[config.mk]
export PLATFORM = sky130hd
export DESIGN_NAME = mul_sequencer_flat
export DESIGN_NICKNAME = d
export VERILOG_FILES = /design/src/rtl/mips_pkg.sv /design/src/rtl/mul_sequencer_if.sv /design/src/rtl/mul_datapath.sv /design/src/rtl/mul_sequencer.sv /design/src/flat_wrapper.sv
export SDC_FILE = /design/constraint.sdc
export NUM_CORES = 1
export LEC_CHECK = 0
export ABC_AREA = 1
export CORE_AREA = 2 2 170 172
export DETAILED_ROUTE_END_ITERATION = 6
export DIE_AREA = 0 0 172 174
export PLACE_DENSITY = 0.65
export SYNTH_ARGS = -nofsm -noshare
export SYNTH_HDL_FRONTEND = slang
export SYNTH_SLANG_ARGS = --single-unit
[constraint.sdc]
create_clock -name clk -period 3.7 [get_ports clk]
set_clock_uncertainty 0.2 [all_clocks]
set_input_delay 1.11 -clock clk [delete_from_list [all_inputs] [get_ports clk]]
set_output_delay 1.11 -clock clk [all_outputs]
set_load 0.005 [all_outputs]
[src/rtl/mips_pkg.sv]
// Shared definitions for the single-cycle MIPS core: ALU control codes and
// the state encoding of the sequential multiplier controller.
package mips_pkg;

    localparam logic [2:0] ADD = 3'b010;
    localparam logic [2:0] SUB = 3'b100;
    localparam logic [2:0] SLT = 3'b110;
    localparam logic [2:0] MUL = 3'b101;

    localparam logic [1:0] MS_IDLE = 2'b00;
    localparam logic [1:0] MS_RUN  = 2'b01;
    localparam logic [1:0] MS_DONE = 2'b10;

    typedef enum logic [1:0] {
        ST_IDLE = MS_IDLE,
        ST_RUN  = MS_RUN,
        ST_DONE = MS_DONE
    } mul_state_t;

endpackage

[src/rtl/mul_sequencer_if.sv]
// Handshake and operand/result bundle between the control unit (master)
// and the multi-cycle multiplier (slave).
interface mul_sequencer_if #(
    parameter int WIDTH = 32
);
    import mips_pkg::*;

    logic             Start;
    logic [WIDTH-1:0] SrcA;
    logic [WIDTH-1:0] SrcB;
    logic             Stall;
    logic             Busy;
    logic             Done;
    logic [WIDTH-1:0] Result;
    logic [WIDTH-1:0] ResultHi;

    modport master (
        output Start, SrcA, SrcB,
        input  Stall, Busy, Done, Result, ResultHi
    );

    modport slave (
        input  Start, SrcA, SrcB,
        output Stall, Busy, Done, Result, ResultHi
    );

endinterface

[src/rtl/mul_datapath.sv]
// Shift-add multiplier registers: multiplicand shifts left, multiplier shifts
// right, and the product accumulates whenever the multiplier LSB is set.
module mul_datapath
    import mips_pkg::*;
#(
    parameter int WIDTH = 32
) (
    input  logic               clk,
    input  logic               reset_n,
    input  logic               load,
    input  logic               step,
    input  logic [WIDTH-1:0]   srca,
    input  logic [WIDTH-1:0]   srcb,
    output logic [2*WIDTH-1:0] prod
);

    logic [2*WIDTH-1:0] mcand_reg;
    logic [WIDTH-1:0]   mplier_reg;
    logic [2*WIDTH-1:0] prod_reg;

    always_ff @(posedge clk or negedge reset_n) begin
        if (!reset_n) begin
            mcand_reg  <= '0;
            mplier_reg <= '0;
            prod_reg   <= '0;
        end else if (load) begin
            mcand_reg  <= {{WIDTH{1'b0}}, srca};
            mplier_reg <= srcb;
            prod_reg   <= '0;
        end else if (step) begin
            // Sum wraps at 2*WIDTH bits; the full product always fits.
            if (mplier_reg[0]) begin
                prod_reg <= prod_reg + mcand_reg;
            end
            mcand_reg  <= mcand_reg << 1;
            mplier_reg <= mplier_reg >> 1;
        end
    end

    assign prod = prod_reg;

endmodule

[src/rtl/mul_sequencer.sv]
// Multi-cycle mul controller: stalls the core for WIDTH+1 cycles and returns
// the product with a one-cycle Done strobe.
module mul_sequencer
    import mips_pkg::*;
#(
    parameter int WIDTH = 32
) (
    input  logic         clk,
    input  logic         reset_n,
    mul_sequencer_if.slave bus
);

    localparam int CNT_W = (WIDTH > 1) ? $clog2(WIDTH) : 1;

    mul_state_t         state_reg, state_next;
    logic [CNT_W-1:0]   cnt_reg, cnt_next;
    logic               busy_reg;
    logic               done_reg;
    logic               load;
    logic               step;
    logic [2*WIDTH-1:0] prod;

    always_ff @(posedge clk or negedge reset_n) begin
        if (!reset_n) begin
            state_reg <= ST_IDLE;
            cnt_reg   <= '0;
            busy_reg  <= 1'b0;
            done_reg  <= 1'b0;
        end else begin
            state_reg <= state_next;
            cnt_reg   <= cnt_next;
            busy_reg  <= (state_next == ST_RUN);
            done_reg  <= (state_next == ST_DONE);
        end
    end

    always_comb begin
        state_next = state_reg;
        cnt_next   = cnt_reg;
        load       = 1'b0;
        step       = 1'b0;
        case (state_reg)
            ST_IDLE: begin
                if (bus.Start) begin
                    load       = 1'b1;
                    cnt_next   = '0;
                    state_next = ST_RUN;
                end
            end
            ST_RUN: begin
                step     = 1'b1;
                cnt_next = cnt_reg + CNT_W'(1);
                if (cnt_reg == CNT_W'(WIDTH - 1)) begin
                    state_next = ST_DONE;
                end
            end
            ST_DONE: state_next = ST_IDLE;
            default: state_next = ST_IDLE;
        endcase
    end

    mul_datapath #(.WIDTH(WIDTH)) u_datapath (
        .clk     (clk),
        .reset_n (reset_n),
        .load    (load),
        .step    (step),
        .srca    (bus.SrcA),
        .srcb    (bus.SrcB),
        .prod    (prod)
    );

    // Stall drops in DONE so the stalled mul retires that cycle with Result.
    assign bus.Stall    = ((state_reg == ST_IDLE) && bus.Start) || (state_reg == ST_RUN);
    assign bus.Busy     = busy_reg;
    assign bus.Done     = done_reg;
    assign bus.Result   = prod[WIDTH-1:0];
    assign bus.ResultHi = prod[2*WIDTH-1:WIDTH];

endmodule

[src/flat_wrapper.sv]
// flat-port wrapper written by rule: the top's interface ports become plain ports
module mul_sequencer_flat import mips_pkg::*;
#(
    parameter int WIDTH = 32
)
  (clk, reset_n, bus_Start, bus_SrcA, bus_SrcB, bus_Stall, bus_Busy, bus_Done, bus_Result, bus_ResultHi);
  mul_sequencer_if #(.WIDTH(WIDTH)) bus_i ();
  input  logic clk;
  input  logic reset_n;
  input wire logic [$bits(bus_i.Start)-1:0] bus_Start;
  input wire logic [$bits(bus_i.SrcA)-1:0] bus_SrcA;
  input wire logic [$bits(bus_i.SrcB)-1:0] bus_SrcB;
  output wire logic [$bits(bus_i.Stall)-1:0] bus_Stall;
  output wire logic [$bits(bus_i.Busy)-1:0] bus_Busy;
  output wire logic [$bits(bus_i.Done)-1:0] bus_Done;
  output wire logic [$bits(bus_i.Result)-1:0] bus_Result;
  output wire logic [$bits(bus_i.ResultHi)-1:0] bus_ResultHi;
  assign bus_i.Start = bus_Start;
  assign bus_i.SrcA = bus_SrcA;
  assign bus_i.SrcB = bus_SrcB;
  assign bus_Stall = bus_i.Stall;
  assign bus_Busy = bus_i.Busy;
  assign bus_Done = bus_i.Done;
  assign bus_Result = bus_i.Result;
  assign bus_ResultHi = bus_i.ResultHi;
  mul_sequencer #(.WIDTH(WIDTH)) u_core (.clk(clk), .reset_n(reset_n), .bus(bus_i));
endmodule
==> summary.txt, run 1 <==
Clock network
  – Post-CTS setup buffers: 0
  – Post-CTS Hold Fix Bufs: 0
  – CTS Buf Count: 17
  – Clk_lat worst skew: 450 ps
  – Root Buffer: clkbuf_16
  – CTS tree: yes
  – H-tree levels: 4
  – Clk pin slew, worst setup/hold paths: 70 ps
  – CTS Buffer Depth: 2
  – Sink Count: 169

Detailed routing
  – Routed WL: 38700 µm
  – DRC: 0
  – Antenna Nets Post-Route: 0
  – Via count: 12300
  – Drt wl/cell: approximately 16 µm
  – Vias per inst: about 5
  – 1st-iter DRT viols: between 800 and 900
  – DRT Pass-1 Iters: 6

Placement
  – Dpl hpwl: roughly 31000 µm
  – PortBufs: around 130
  – GPL Wtd Cong: just under 1

Timing
  – Worst slew pin tran: between 800 and 900 ps
  – Max transition margin: 0.420
  – Fmax: approximately 0.3 GHz
  – Final Hold Viols: 0
  – Min Tclk post-route: around 3300 ps
  – Fin. max-slew vios: 0
  – Hold_ws: about 270 ps
  – RSZ-0062 raised after global routing: false
  – Setup TNS Final: 0 ps
  – Setup violators final: 0
  – Fin crit share: 0.902

Synthesis
  – Top_reg_cell synth: dfrtp_1
  – Sequential fraction of the synthesis area: 0.339
  – Complex-gate fraction of the synthesized area: 0.105
  – Cells after Synth: between 1500 and 2000
  – Post-Synth XOR/XNOR Area: 0.00351
  – Fraction of registers with async set/reset: 1.00
  – Mean Syn Cell Area: 6.40 µm²
  – Yosys reg bits: between 150 and 200
  – Synthesized Nets: around 2100
  – Adder and majority gate portion of the synthesized area: 0.0668
  – Post-synth cell types: 37
  – Largest family of logic cells by synthesized area: simple AND/OR/NAND/NOR gates
  – Mux cell area share after synthesis: 0
  – Synthesized area: 12500 µm²
  – Total of warnings raised by yosys: 0
  – Synth Area in Simple Gates: 0.344
  – EDFF count, synth: 0

Pwr
  – Power density over the cells: between 900 and 1000 nW/µm²
  – Leakage: between 8 and 9 nW
  – Worst VDD drop: 386 µV

Worst hold path
  – Worst Hold End: u_core.state_reg[1]
  – Hold_sp: u_core.state_reg[1]
  – HP Class: reg -> reg
  – Hold depth: 1

Global route
  – Largest net degree at the start of global routing: a little over 80
  – Number of antenna violations at the first check in global routing: 1
  – Wire length of the first global-routing pass: 61300 µm
  – Vias in the first global route: ~12000
  – Grt ovf: 0
  – Overall Global Routing Usage: 0.267

Finish
  – # fillers: about 3000
  – Nets: between 2000 and 2500
  – Multi-input gate area: 6500 µm²
  – Sequential cell area: ~4200 µm²
  – Layout area overhead: 19.0%
  – Layout cells sized above 1: 0.0632
  – Ant diodes: 0

Run status
  – Status: completed

Setup path
  – Worst endpoint data arrival time: between 2000 and 2500 ps
  – CP peak stage delay: 430 ps
  – Setup slack, reg-to-reg: 750 ps
  – Critical path class: in -> out
  – Setup crit end kind: primary output
  – Worst path required time: around 2400 ps
  – Critical path fanouts, max: 2
  – Reg2Reg Depth: 12
  – Crit path max-delay cell type: clkdlybuf4s50_1
  – RR Startpoint: u_core.u_datapath.mcand_reg[0]
  – CP Cell Sequence: clkdlybuf4s50_1 > nand3_2 > inv_2 > nor2_2 > inv_2 > dlymetal6s2s_1
  – CP Launch Type: input port
  – Reg-to-Reg End: u_core.u_datapath.prod[56]
  – Top cell by count, worst path: inv_2

Die
  – Core ar.: around 28000 µm²
  – Initial Util: 0.442
  – Rows: 62
  – Die Wd: roughly 170 µm
  – Ports: approximately 130
  – Die Ht: approximately 170 µm
  – Die ar.: between 20000 and 30000 µm²

Job
  – Max cap viols: 0
[synth_stat cells, types with 6 or more instances]
| cell type | instances | area, µm² |
|---|---|---|
| nand4_1 | 7 | 43.8 |
| buf_2 | 23 | 115 |
| o22ai_1 | 31 | 194 |
| nor2_2 | 24 | 150 |
| inv_2 | 18 | 67.6 |
| a22oi_1 | 6 | 45.0 |
| nand2_1 | 794 | 2980 |
| o211ai_1 | 17 | 128 |
| nand3_1 | 74 | 370 |
| dfrtp_1 | 169 | 4230 |
| nor3_1 | 10 | 50.1 |
| nand3_2 | 8 | 80.1 |
| clkinv_1 | 8 | 30.0 |
| inv_1 | 395 | 1480 |
| a21oi_1 | 60 | 300 |
| ha_1 | 65 | 813 |
| clkbuf_1 | 15 | 56.3 |
| o21ai_0 | 26 | 130 |
| nand2_2 | 22 | 138 |
| o221ai_1 | 39 | 342 |
| nor2_1 | 89 | 334 |
| o21ai_1 | 12 | 60.1 |
[metrics by stage]
step	power [mW]	cell area, µm²	util	setup WS [ps]	cells
2_1_floorplan	8.97	12500	-	746	1950
3_3_place_gp	11.7	14200	0.505	-15.0	2439
3_5_place_dp	11.9	14200	0.505	-12.7	2439
4_1_cts	13.8	14900	0.526	1.44	2471
5_1_grt	15.1	14900	0.526	285	2471
6_report	13.8	14900	0.526	363	2471
[layer usage]
layer	GRT usage	wire length [µm]	up-vias
li1	-	-	6234
met1	0.390	18400	5678
met2	0.404	16900	309
met3	0.0480	2660	37
met4	0.0721	711	0
met5	0	0	-
[final cells by class]
type,instances,area share
Clock buffer,17,0.0286
Clock inverter,15,0.0120
Inverter,421,0.106
Multi-Input combinational cell,1320,0.438
Sequential cell,169,0.285
Tap cell,384,0.0323
Timing Repair Buffer,145,0.0984
[logic make-up (layout without fill, tap and decap cells)]
| logic type | Yosys count | in the layout |
|---|---|---|
| compound gates | 204 | 204 |
| xor+xnor | 5 | 5 |
| fa+ha+maj | 66 | 66 |
| buf+inv | 461 | 598 |
| flops | 169 | 169 |
| simple gates | 1045 | 1045 |
[worst max-delay path: cells and delay by family]
kind,cells,cell delay [ps]
simple gates,2,240
buf+inv,4,670
[cell usage in the layout (no fill, tap or decap), types with 4 or more instances in the layout]
cell               n
nand2_1          794
inv_1            395
dfrtp_1          169
clkdlybuf4s50_1  131
nor2_1            89
nand3_1           73
ha_1              65
a21oi_1           60
o221ai_1          39
o22ai_1           31
o21ai_0           26
nor2_2            23
nand2_2           22
inv_2             18
o211ai_1          17
clkbuf_16         17
o21ai_1           12
nor3_1            10
nand3_2            9
buf_4              9
clkinv_1           8
nand4_1            7
a22oi_1            6
inv_6              5
nor2_4             4
nor3_2             4
or2_2              4
a32o_1             4
a22o_1             4
[power breakdown]
group	switching, mW	internal [mW]
Clock	0.917	0.969
Sequential	0.668	2.69
Combinational	5.47	3.09
Total	7.06	6.75
[worst max-delay path by stage]
stage	slack, ps	endpoint	from
after floorplan	750	bus_Stall	bus_Start
after global placement	-20	bus_Stall	bus_Start
after detailed placement	-10	bus_Stall	bus_Start
after CTS	1	bus_Stall	bus_Start
after global routing	280	bus_Stall	bus_Start
final	360	bus_Stall	bus_Start
[what timing repair did]
item                                    4_1_cts  5_1_grt
endpoints found under the hold margin         0        0
gates cloned                                  0        0
resized for setup                             1        1
endpoints found under the setup margin        1        1
No activity file was read; power rests on OpenSTA's default activity.
==> inputs of run 2 (changes only) <==
--- a/config.mk
+++ b/config.mk
@@ -10,6 +10,8 @@
 export DETAILED_ROUTE_END_ITERATION = 6
 export DIE_AREA = 0 0 172 174
 export PLACE_DENSITY = 0.65
+export SKIP_LAST_GASP = 1
+export SLEW_MARGIN = 30
 export SYNTH_ARGS = -nofsm -noshare
 export SYNTH_HDL_FRONTEND = slang
 export SYNTH_SLANG_ARGS = --single-unit
==> results of run 2 <==
No change in the layout: final DEF, timing and power equal those of run 1.
